[src/rtl/spi_reg_pkg.sv]
// Shared types and constants for the SPI register bridge.
// Frame: one command byte {rw, addr[6:0]} followed by four data bytes, MSB first.
package spi_reg_pkg;

    typedef enum logic [1:0] {
        IDLE,
        CMD,
        DATA,
        DISCARD
    } state_t;

    typedef struct packed {
        logic       rw;
        logic [6:0] addr;
    } cmd_t;

    localparam logic [7:0] SYNC_BYTE   = 8'h5A;
    localparam int         FRAME_BYTES = 5;
    localparam int         RW_BIT      = 7;

endpackage

[src/rtl/spi_reg_bridge_reg_bank.sv]
// Register file: one write port committing on the clk edge with we high, combinational read, flat image.
// Zero-latency read, one-clk write; no backpressure.
module reg_bank #(
    parameter int NUM_REGS = 8
) (
    input  logic                    clk,
    input  logic                    rst,
    input  logic                    we,
    input  logic [6:0]              waddr,
    input  logic [31:0]             wdata,
    input  logic [6:0]              raddr,
    output logic [31:0]             rdata,
    output logic [32*NUM_REGS-1:0]  regs_flat
);

    always_ff @(posedge clk or posedge rst) begin
        if (rst) begin
            regs_flat <= '0;
        end else if (we) begin
            for (int i = 0; i < NUM_REGS; i++) begin
                if (waddr == 7'(i)) begin
                    regs_flat[32*i +: 32] <= wdata;
                end
            end
        end
    end

    // Out-of-range addresses read as zero.
    always_comb begin
        rdata = '0;
        for (int i = 0; i < NUM_REGS; i++) begin
            if (raddr == 7'(i)) begin
                rdata = regs_flat[32*i +: 32];
            end
        end
    end

endmodule

[src/rtl/spi_reg_bridge.sv]
// SPI command/data frame decoder driving a small register bank and a read-back shifter.
// byte_sent and wr_strobe respond one clk after byte_received; no backpressure, ssel high aborts a frame.
module spi_reg_bridge
    import spi_reg_pkg::*;
#(
    parameter int NUM_REGS = 8,
    parameter int RO_ADDR  = 7
) (
    input  logic                    clk,
    input  logic                    rst,
    input  logic                    ssel,
    input  logic                    byte_received,
    input  logic [7:0]              byte_data_received,
    output logic [7:0]              byte_sent,
    input  logic [31:0]             status_in,
    output logic [32*NUM_REGS-1:0]  regs_flat,
    output logic                    wr_strobe,
    output logic [6:0]              wr_addr
);

    localparam logic [7:0] REG_LIMIT = 8'(NUM_REGS);
    localparam logic [6:0] RO_SEL    = 7'(RO_ADDR);
    localparam logic [1:0] LAST_DATA = 2'(FRAME_BYTES - 2);

    state_t      state;
    state_t      state_nxt;
    cmd_t        cmd;
    cmd_t        cmd_in;
    logic [1:0]  cnt;
    logic [23:0] asm_dat;
    logic [23:0] tx_shift;
    logic [7:0]  tx_byte;
    logic        cmd_take;
    logic        data_take;
    logic        commit;
    logic        wr_ok;
    logic [6:0]  rd_addr;
    logic [31:0] rd_data;
    logic [31:0] bank_rdata;

    assign cmd_in  = '{rw: byte_data_received[RW_BIT], addr: byte_data_received[6:0]};
    assign rd_addr = byte_data_received[6:0];
    assign wr_ok   = ({1'b0, cmd.addr} < REG_LIMIT) && (cmd.addr != RO_SEL);

    always_ff @(posedge clk or posedge rst) begin
        if (rst) begin
            state <= IDLE;
        end else begin
            state <= state_nxt;
        end
    end

    always_comb begin
        state_nxt = state;
        case (state)
            IDLE:    if (!ssel) state_nxt = CMD;
            CMD:     if (cmd_take) state_nxt = DATA;
            DATA:    if (data_take && (cnt == LAST_DATA)) state_nxt = DISCARD;
            DISCARD: state_nxt = DISCARD;
            default: state_nxt = IDLE;
        endcase
        // Deselect wins over everything, including a byte landing in the same clk.
        if (ssel) state_nxt = IDLE;
    end

    always_comb begin
        cmd_take  = 1'b0;
        data_take = 1'b0;
        if (!ssel && byte_received) begin
            cmd_take  = (state == CMD);
            data_take = (state == DATA);
        end
        commit = data_take && (cnt == LAST_DATA) && cmd.rw && wr_ok;
        case (state)
            IDLE, CMD: byte_sent = SYNC_BYTE;
            DATA:      byte_sent = tx_byte;
            DISCARD:   byte_sent = 8'h00;
            default:   byte_sent = SYNC_BYTE;
        endcase
    end

    // Read source is chosen from the command byte itself so data is ready one clk later.
    always_comb begin
        if (rd_addr == RO_SEL) begin
            rd_data = status_in;
        end else if ({1'b0, rd_addr} < REG_LIMIT) begin
            rd_data = bank_rdata;
        end else begin
            rd_data = '0;
        end
    end

    always_ff @(posedge clk or posedge rst) begin
        if (rst) begin
            cmd       <= '0;
            cnt       <= '0;
            asm_dat   <= '0;
            tx_shift  <= '0;
            tx_byte   <= '0;
            wr_strobe <= 1'b0;
            wr_addr   <= '0;
        end else begin
            wr_strobe <= commit;
            if (commit) begin
                wr_addr <= cmd.addr;
            end
            if (cmd_take) begin
                cmd      <= cmd_in;
                cnt      <= '0;
                asm_dat  <= '0;
                tx_byte  <= cmd_in.rw ? byte_data_received : rd_data[31:24];
                tx_shift <= rd_data[23:0];
            end else if (data_take) begin
                cnt      <= cnt + 2'd1;
                asm_dat  <= {asm_dat[15:0], byte_data_received};
                tx_byte  <= cmd.rw ? byte_data_received : tx_shift[23:16];
                tx_shift <= {tx_shift[15:0], 8'h00};
            end
        end
    end

    reg_bank #(
        .NUM_REGS (NUM_REGS)
    ) u_reg_bank (
        .clk       (clk),
        .rst       (rst),
        .we        (commit),
        .waddr     (cmd.addr),
        .wdata     ({asm_dat, byte_data_received}),
        .raddr     (rd_addr),
        .rdata     (bank_rdata),
        .regs_flat (regs_flat)
    );

endmodule

[config.mk]
export PLATFORM = sky130hd
export DESIGN_NAME = spi_reg_bridge
export DESIGN_NICKNAME = d
export VERILOG_FILES = /design/src/rtl/spi_reg_pkg.sv /design/src/rtl/spi_reg_bridge_reg_bank.sv /design/src/rtl/spi_reg_bridge.sv
export SDC_FILE = /design/constraint.sdc
export NUM_CORES = 1
export LEC_CHECK = 0
export ABC_AREA = 1
export CAP_MARGIN = 20
export CORE_AREA = 2 2 223 225
export CTS_CLUSTER_SIZE = 24
export DETAILED_ROUTE_END_ITERATION = 6
export DIE_AREA = 0 0 225 227
export PLACE_DENSITY = 0.59
export SLEW_MARGIN = 20
export SYNTH_ARGS = -nofsm -noshare
export SYNTH_HDL_FRONTEND = slang
export SYNTH_SLANG_ARGS = --single-unit
[constraint.sdc]
create_clock -name clk -period 13.1 [get_ports clk]
set_input_delay 1.31 -clock clk [delete_from_list [all_inputs] [get_ports clk]]
set_output_delay 1.31 -clock clk [all_outputs]
set_load 0.05 [all_outputs]
* After elaboration in Yosys (flattened, before gate mapping)
Cells that the tools add are included.
** Word-level totals
- Flip-flop bits (word level) :: 332
** Operators by class
- Magnitude comparators :: 2
- Equality and inequality tests :: 21
- Reduce and logical (&&, ||, !) cells :: 20
- Mux-type cells :: 26
- $add $sub $neg :: 1
** Operator list (number)
- 2-to-1 mux 32 bit :: 9
- 2-to-1 mux 24 bit :: 4
- == test 7 x 3 -> 1 bit (second input constant) :: 8
- 2-to-1 mux 8 bit :: 4
- == test 7 x 2 -> 1 bit (second input constant) :: 4
- one-hot mux 8 bit (3 select lines) :: 1
- AND reduction 2 bit :: 9
- == test 7 x 1 -> 1 bit (second input constant) :: 2
- logical NOT 7 bit :: 2
- < comparator 7 x 4 -> 1 bit (second input constant) :: 2
- 2-to-1 mux 2 bit :: 5
- one-hot mux 2 bit (4 select lines) :: 1
- inequality test 7 x 3 -> 1 bit (second input constant) :: 1
- == test 2 bit (second input constant) :: 3
- inequality test 3 bit (second input constant) :: 2
- logical AND 1 bit :: 5
- adder 2 x 1 -> 2 bit (second input constant) :: 1
- == test 2 x 1 -> 1 bit (second input constant) :: 1
- logical NOT 2 bit :: 1
- 2-to-1 mux 1 bit :: 2
- nonzero test 2 bit :: 1
- OR reduction 2 bit :: 1
- logical NOT 1 bit :: 1

* Logic depth before layout (Yosys ltp)
Gate-level depths: netlist of the first run.
- Depth in word-level cells :: 12
- Mapped depth :: 15
- Depth with buffers taken out :: 13

* Cells and area by module
Synthesis of the first run repeated with hierarchy kept, for this count alone.
** Second synthesis, totals
- Cells, all modules :: 1942
- Area, all modules :: 16209.3 um^2
** Modules (own cells, without submodules)
- reg_bank :: sequential area each 6406.1 um^2, cells an instance 1437, instances 1, area each 12315.6 um^2
- spi_reg_bridge :: sequential area each 1901.8 um^2, cells an instance 505, instances 1, area each 3893.7 um^2

* Worst setup path after synthesis of the first run
Ideal clock, no wire load.
- Path kind :: in2reg
- Start :: input byte_received
- End :: register u_reg_bank.regs_flat[102]
- Data arrival time :: 2.782 ns
- Slack :: 10.183 ns
- Cell stages on the path :: 8
- Cells stage by stage :: inv_1 -> nor2_2 -> nand2_2 -> nor4_4 -> nand2_2 -> clkbuf_1 -> nand2_1 -> o21ai_0
** On the way
- Longest elaborated chain between the ends :: 6
** Ends and longest elaborated chain
- from (decl) :: RTL line spi_reg_bridge.sv:12 : input logic byte_received,
- logical AND 1 bit :: RTL line spi_reg_bridge.sv:69 : if (!ssel && byte_received) begin
- 2-to-1 mux 1 bit :: RTL line spi_reg_bridge.sv:69
- logical AND 1 bit (3 in a row) :: RTL line spi_reg_bridge.sv:73 : commit = data_take && (cnt == LAST_DATA) && cmd.rw && wr_ok;
- AND reduction 2 bit (no line)
- to (signal, indexed assignment) :: RTL line spi_reg_bridge_reg_bank.sv:22 : regs_flat[32*i +: 32] <= wdata;
- to (decl) :: RTL line spi_reg_bridge_reg_bank.sv:13 : output logic [32*NUM_REGS-1:0] regs_flat
Every way passes these cells.
A chain may end at the register's enable or synchronous reset.

* Worst setup path in the final report of the first run
- Start :: input byte_data_received[4]
- End :: register tx_byte[2]
** On the way
- Longest elaborated chain between the ends :: 12
- Elaborated cells on any way between the ends :: 20
- Classes of those cells :: order compare: 1; eq/ne: 7; mux: 11; reduce/logical: 1
** Ends and longest elaborated chain
- from (decl) :: RTL line spi_reg_bridge.sv:13 : input logic [7:0] byte_data_received,
- logical NOT 7 bit :: RTL line spi_reg_bridge_reg_bank.sv:32 : if (raddr == 7'(i)) begin
- 2-to-1 mux 32 bit (7 in a row) :: RTL line spi_reg_bridge_reg_bank.sv:32
- 2-to-1 mux 32 bit :: RTL line spi_reg_bridge.sv:86 : end else if ({1'b0, rd_addr} < REG_LIMIT) begin
- 2-to-1 mux 32 bit * :: RTL line spi_reg_bridge.sv:84 : if (rd_addr == RO_SEL) begin
- 2-to-1 mux 8 bit * :: RTL line spi_reg_bridge.sv:111 : tx_byte <= cmd_in.rw ? byte_data_received : rd_data[31:24];
- 2-to-1 mux 8 bit * :: RTL line spi_reg_bridge.sv:107 : if (cmd_take) begin
- to (signal assigned) :: RTL line spi_reg_bridge.sv:111
- to (signal assigned) :: RTL line spi_reg_bridge.sv:116 : tx_byte <= cmd.rw ? byte_data_received : tx_shift[23:16];
- to (decl) :: RTL line spi_reg_bridge.sv:32 : logic [7:0] tx_byte;
Every way passes the cells marked *; elsewhere a longest branch is shown, timed or not.

==> results of run 1 <==
## cell families after synthesis
kind of cell	count (synthesis)
buf+inv	289
compound gates	332
simple gates	840
flops	332
fa+ha+maj	1
## sequential cells by signal, indices dropped and copies added, names as in the netlist
name                  count
cnt                       2
wr_addr                   7
state                     2
u_reg_bank.regs_flat    256
tx_shift                 24
cmd                       8
wr_strobe                 1
tx_byte                   8
asm_dat                  24
## cell usage in the layout (no fill, tap or decap), types with 8 or more instances in the layout
cell type	synthesis	routed
dfrtp_1	332	332
inv_1	158	157
buf_4	0	19
a21oi_1	50	50
nand2_1	688	688
nor2_1	70	69
clkbuf_16	0	43
clkdlybuf4s50_1	0	315
o21ai_0	231	231
nand4_1	33	33
nand3_1	18	18
clkbuf_8	0	8
o22ai_1	24	24
clkbuf_1	115	10
o21ai_1	24	24
## layer usage
metal	GRT usage, %	vias up	share of wire (%)
met2	35.7	561	45
met4	6.32	0	2.6
met1	31.8	6407	44
met5	0	-	0
met3	5.98	95	8.4
li1	-	6159	-
## through the flow
stage               utilization [%]  worst slack, ns  hold slack [ns]  std cells  instance area (um^2)
CTS                            40.0             8.86            0.377       2694                 19400
floorplan                         -             2.59            0.444       1794                 14500
global route                   40.1             8.62            0.387       2696                 19500
global placement               37.3             8.09            0.364       2624                 18100
detailed placement             37.3             8.27            0.367       2624                 18100
finish                         40.1             8.80            0.373       2697                 19500
## worst max-delay path by stage
stage,cells past startpoint,slack [ns],from,end
after floorplan,1,2.59,rst,asm_dat[0]$_DFFE_PP0P_
after global placement,8,8.09,ssel,tx_shift[13]$_DFFE_PP0P_
after detailed placement,6,8.27,ssel,u_reg_bank.regs_flat[81]$_DFFE_PP0P_
after CTS,6,8.86,ssel,u_reg_bank.regs_flat[81]$_DFFE_PP0P_
after global routing,6,8.62,ssel,u_reg_bank.regs_flat[65]$_DFFE_PP0P_
final,15,8.80,byte_data_received[4],tx_byte[2]$_DFFE_PP0P_
## report_power, final
part / switching (uW) / internal [uW]
registers: 22.8 / 1060
clock network: 453 / 682
logic: 115 / 43.5
total: 590 / 1780
## cell type report
type | instances | area share [%]
Antenna cell | 1 | 0.0128
Clock inverter | 9 | 0.533
Timing Repair Buffer | 336 | 17.2
Multi-Input combinational cell | 1173 | 26.1
Sequential cell | 332 | 42.7
Inverter | 163 | 3.19
Tap cell | 622 | 4.00
Clock buffer | 61 | 6.28
## critical path, cell delays in order
cell             delay [ns]
clkdlybuf4s50_1        0.46
inv_1                  0.50
nand2_1                0.11
nor2_1                 0.60
nand2_1                0.42
clkinv_1               0.37
buf_4                  0.33
nand2_1                0.09
nand2_1                0.07
inv_1                  0.04
nand2_1                0.10
nand2_1                0.11
nand2_1                0.09
nand2_1                0.05
a21oi_1                0.12
==> reports/metrics.csv, run 1 <==
stage;metric;value;unit
clock_tree;clock_latency;0.57;ns
synthesis;synth-edff-count;0;
timing;period_share;32.9;%
hold_path;hold_path.class;flop to flop;
detailed_routing;drt_wl_total;58800;um
clock_tree;cts-root-buf;clkbuf_16;
synthesis;yosysMostFrequentCell;nand2_1;
synthesis;netlist.area_leader.share;57.4;%
placed_design;port_buffers;315;
floorplan;die_area;51100;um^2
pwr;leakage;0.00871;uW
hold_path;hold_start;u_reg_bank.regs_flat[254]$_DFFE_PP0P_;
clock_tree;path_clk_slew;0.06;ns
timing;drv_slew;0;
synthesis;syn-cell-area;14500;um^2
synthesis;synth_area_leaders;dfrtp_1, nand2_1, o21ai_0, inv_1, clkbuf_1;
global_routing;grt_pass1_vias;13112;
worst_setup_path;r2r-end;u_reg_bank.regs_flat[65]$_DFFE_PP0P_;
floorplan;core-area;48500;um^2
synthesis;synthTopCellsByCount;nand2_1, dfrtp_1, o21ai_0, inv_1, clkbuf_1;
synthesis;synth_top_family_by_area;simple AND/OR/NAND/NOR gates;
global_routing;grt_pass1_wl;86900;um
synthesis;synthFlopType;dfrtp_1;
clock_tree;cts_buffer_depth;3;
synthesis;yosys.area_share.simple;23.1;%
synthesis;yosysUniqueCellTypes;26;
global_routing;grt_max_degree;138;
worst_setup_path;cp-end-kind;flop;
worst_setup_path;critical_path_class;primary input to flop;
floorplan;die_w;225;um
detailed_routing;firstDrtPassIters;6;
synthesis;yosysSeqAreaShare;57.4;%
worst_setup_path;reg2reg_from;state[1]$_DFFE_PP0P_;
synthesis;syn_inst;1794;
layout;n_fill_cell;4833;
synthesis;ys_ff_latch;332;
worst_setup_path;cp_max_fo;17;
placed_design;place_congestion;0.904;
worst_setup_path;reg2reg_setup_slack;9.81;ns
clock_tree;htree_levels;2;
timing;worst_pin_slew;1.03;ns
placed_design;hpwl;39700;um
synthesis;synthAdderAreaFrac;0.0865;%
timing;hold_viol;0;
detailed_routing;ant_nets;0;
worst_setup_path;required;13.58;ns
timing;finClkSkew;0.0142;ns
floorplan;rows;81;
detailed_routing;drc;0;
timing;fmax;232;MHz
clock_tree;cts_tree;built;
detailed_routing;vias;13222;
pwr;powerDensity;122;nW/um^2
flow_run;maxCapViolCount;0;
hold_path;hold_end;u_reg_bank.regs_flat[254]$_DFFE_PP0P_;
global_routing;grt_usage;23.0;%
timing;maxSlewHeadroom;31.0;%
run_status;status;complete, no violations;
clock_tree;cts_resized;0;
worst_setup_path;cp_data_arrival_time;4.79;ns
hold_path;min_path_cells;0;
global_routing;grt_overflow;0;
synthesis;muxShareOfSynthArea;0;%
pwr;ir_worst_vdd;0.0000736;V
floorplan;die_y;227;um
timing;finalSetupTns;0;ns
synthesis;synthXorXnorAreaFrac;0;%
synthesis;ys_warn_count;0;
worst_setup_path;crit_path_start_kind;primary input;
synthesis;synth-compound-area-share;11.8;%
layout;area.growth.synth_to_final;34.6;%
detailed_routing;dr.first_iter.drc_count;1285;
layout;nets;2092;
clock_tree;cts_inserted_buffers;41;
timing;rsz0062_at_grt;false;
floorplan;initial_utilization;29.8;%
synthesis;synth.avg_cell_area;8.06;um^2
global_routing;antenna_found_initial;2;
synthesis;synthArstFlopShare;100;%
pwr;power.total;2370;uW
worst_setup_path;r2r_cells;6;
clock_tree;clock-sinks;332;
detailed_routing;wl_per_cell;21.8;um
detailed_routing;via_per_inst;4.90;
synthesis;syn_nets;1839;
timing;fin_crit;4.30;ns
layout;regArea;8310;um^2
clock_tree;post_cts_buffers;0;
layout;multi_input_area;5090;um^2
synthesis;synth_largest_area_cell;dfrtp_1;
timing;setup_viol;0;
floorplan;ioPinCount;316;
layout;drive_gt1_share;5.11;%
clock_tree;cts_hold_buf;0;
Power figures use the tool's default switching activity.
==> run 2, diff against run 1 <==
--- a/config.mk
+++ b/config.mk
@@ -11,7 +11,7 @@
 export CTS_CLUSTER_SIZE = 24
 export DETAILED_ROUTE_END_ITERATION = 6
 export DIE_AREA = 0 0 225 227
-export PLACE_DENSITY = 0.59
+export PLACE_DENSITY = 0.61
 export SLEW_MARGIN = 20
 export SYNTH_ARGS = -nofsm -noshare
 export SYNTH_HDL_FRONTEND = slang
==> constraint.sdc (replaced) <==
create_clock -name clk -period 3.82 [get_ports clk]
set_input_delay 0.382 -clock clk [delete_from_list [all_inputs] [get_ports clk]]
set_output_delay 0.382 -clock clk [all_outputs]
set_load 0.05 [all_outputs]
==> run 2 against run 1 <==
  * Die area stayed put
  * Register-to-register slack worse by 8.5 ns
  * Sequential cell count stayed put
  * Via count is 0.26% higher
  * Sequential power grew to 3.4 times the previous value
  * Critical path type is now flop to primary output
==> reports/metrics.csv, run 2 (synthesized netlist as in run 1, its figures left out) <==
stage;metric;value;unit;change
run_status;status;complete, no violations;;
worst_setup_path;r2r-end;tx_shift[14]$_DFFE_PP0P_;;
clock_tree;cts_resized;0;;unchanged
global_routing;grt_usage;22.3;%;-0.74 points
layout;largest_reg_flops;256;;unchanged
detailed_routing;dr_wl_met3;5330;um;+7.2%
global_routing;grt_pass1_vias;12941;;-1.3%
clock_tree;cts_buffer_depth;3;;unchanged
clock_tree;htree_levels;2;;unchanged
worst_setup_path;worstPathCellList;inv_1, nor2_4, inv_1, nor2_1, clkdlybuf4s50_1;;
layout;top_regs;u_reg_bank.regs_flat (256), asm_dat (24), tx_shift (24);;
layout;final_cell_mix;nand2_1, dfrtp_1, clkdlybuf4s50_1, o21ai_0, inv_1;;
clock_tree;cts_tree;built;;
timing;rsz0062_at_grt;false;;
timing;period_share;76.2;%;
global_routing;grt_pass1_wl;84400;um;-2.8%
detailed_routing;vias;13256;;+0.26%
detailed_routing;ant_nets;0;;unchanged
placed_design;port_buffers;315;;unchanged
worst_setup_path;reg2reg_from;state[1]$_DFFE_PP0P_;;
layout;fin_area;19900;um^2;+2.0%
floorplan;rows;81;;unchanged
floorplan;core-area;48500;um^2;unchanged
floorplan;die_y;227;um;unchanged
layout;post-route-util;40.9;%;+0.79 points
worst_setup_path;crit_path_start_kind;flop;;
clock_tree;post_cts_buffers;0;;unchanged
layout;final_common_cell;nand2_1;;
worst_setup_path;slowest_stage;clkdlybuf4s50_1;;
pwr;powerDensity;435;nW/um^2;+260%
detailed_routing;wl_met1;24800;um;-4.6%
clock_tree;clock_latency;0.56;ns;about the same
worst_setup_path;r2r_cells;10;;+4
worst_setup_path;cp_data_arrival_time;2.53;ns;-2.26 ns
timing;maxSlewHeadroom;45.9;%;+15 points
global_routing;antenna_found_initial;5;;+3
detailed_routing;wl_per_cell;21.1;um;-3.2%
clock_tree;clock-sinks;332;;unchanged
detailed_routing;drc;0;;unchanged
detailed_routing;drt_wl_total;57400;um;-2.5%
floorplan;die_area;51100;um^2;unchanged
global_routing;grt_overflow;0;;unchanged
worst_setup_path;crit_end;byte_sent[7];;
layout;largest_register;u_reg_bank.regs_flat;;
layout;n_fill_cell;4785;;-0.99%
timing;setup_ws;0.911;ns;-7.88 ns
detailed_routing;firstDrtPassIters;6;;unchanged
floorplan;initial_utilization;29.8;%;unchanged
timing;setup_viol;0;;unchanged
floorplan;die_w;225;um;unchanged
timing;drv_slew;0;;unchanged
timing;fmax;344;MHz;
layout;fin_cells;2717;;+0.74%
layout;area.growth.synth_to_final;37.3;%;
clock_tree;cts_hold_buf;0;;unchanged
worst_setup_path;cp_max_fo;10;;-7
placed_design;hpwl;39900;um;+0.56%
placed_design;post-place-ws;0.478;ns;-7.80 ns
worst_setup_path;required;3.44;ns;-10.14 ns
clock_tree;cts_inserted_buffers;39;;-4.9%
timing;fin_crit;2.91;ns;
floorplan;ioPinCount;316;;unchanged
worst_setup_path;crit_path_frequent_cell;inv_1;;
layout;drive_gt1_share;6.21;%;+1.1 points
worst_setup_path;critPathLaunch;state[1]$_DFFE_PP0P_;;
timing;finalSetupTns;0;ns;unchanged
placed_design;place_congestion;0.912;;+0.82%
clock_tree;path_clk_slew;0.06;ns;about the same
worst_setup_path;reg2reg_setup_slack;1.31;ns;-8.50 ns
timing;finClkSkew;0.0156;ns;+0.00133 ns
detailed_routing;dr.first_iter.drc_count;1278;;-0.54%
hold_path;hold_path.class;primary input to async pin;;
pwr;ir_worst_vdd;0.000299;V;+310%
flow_run;maxCapViolCount;0;;unchanged
layout;nets;2109;;+0.81%
placed_design;dp_cells;2644;;+0.76%
placed_design;place_area;18300;um^2;+1.3%
detailed_routing;via_per_inst;4.88;;-0.48%
worst_setup_path;cp-end-kind;primary output;;
timing;worst_pin_slew;0.811;ns;-0.222 ns
detailed_routing;dr_wl_met2;25400;um;-3.5%
worst_setup_path;critical_path_class;flop to primary output;;
global_routing;grt_max_degree;120;;-13%
pwr;leakage;0.00889;uW;+2.1%
timing;hold_viol;0;;unchanged
clock_tree;cts-root-buf;clkbuf_16;;
detailed_routing;dr.max_layer_used;met5;;
worst_setup_path;max_stage_delay;0.83;ns;+0.23 ns
run 2: cell count changes in the layout (fill, tap and decap cells not counted), sizes merged:
cell,before,now
clkinv,8,11
buf,21,40
clkbuf,61,52
inv,160,158
clkinvlp,2,1
bufinv,2,11
diode,1,2
run 2: cell type report:
cell class	count	area (um^2)	share of cell area, %
clock inverters	18	369	1.86
flip-flops and latches	332	8310	41.8
diodes	2	5.00	0.0252
multi-input cells	1173	5090	25.6
inverters	163	616	3.10
clock buffers	52	1140	5.73
well taps	622	778	3.92
repair buffers	355	3560	17.9
run 2: critical path, delay by kind of cell (launching register included):
| kind | cells | cell delay [ns] |
|---|---|---|
| simple gates | 2 | 0.41 |
| buf+inv | 3 | 1.12 |
| flops | 1 | 0.44 |
run 2: routing by layer:
metal  up-vias  track usage [%]
li1       6191                -
met1      6364             30.6
met2       596             33.7
met3        99             6.43
met4         6             7.33
met5         -                0
run 2: worst min-delay path by stage:
stage                                           from                                    end  slack [ns]
6_report                                         rst  u_reg_bank.regs_flat[229]$_DFFE_PP0P_        0.25
3_5_place_dp   u_reg_bank.regs_flat[241]$_DFFE_PP0P_  u_reg_bank.regs_flat[241]$_DFFE_PP0P_        0.37
3_3_place_gp   u_reg_bank.regs_flat[254]$_DFFE_PP0P_  u_reg_bank.regs_flat[254]$_DFFE_PP0P_        0.36
5_1_grt                                          rst  u_reg_bank.regs_flat[228]$_DFFE_PP0P_        0.30
2_1_floorplan               tx_shift[23]$_DFFE_PP0P_               tx_shift[23]$_DFFE_PP0P_        0.44
4_1_cts                                          rst  u_reg_bank.regs_flat[229]$_DFFE_PP0P_        0.27
run 2: metrics by stage:
step | power, uW | hold WS (ns)
final | 8640 | 0.252
after global routing | 8920 | 0.297
after CTS | 8690 | 0.268
after detailed placement | 4290 | 0.366
after global placement | 4280 | 0.364
after floorplan | 4060 | 0.444
run 2: report_power, final:
part / internal (uW) / switching [uW] / leakage (uW)
Combinational: 157 / 386 / 0.00358
Sequential: 3620 / 77.0 / 0.00456
Clock: 2830 / 1570 / 0.000743
Total: 6610 / 2030 / 0.00889
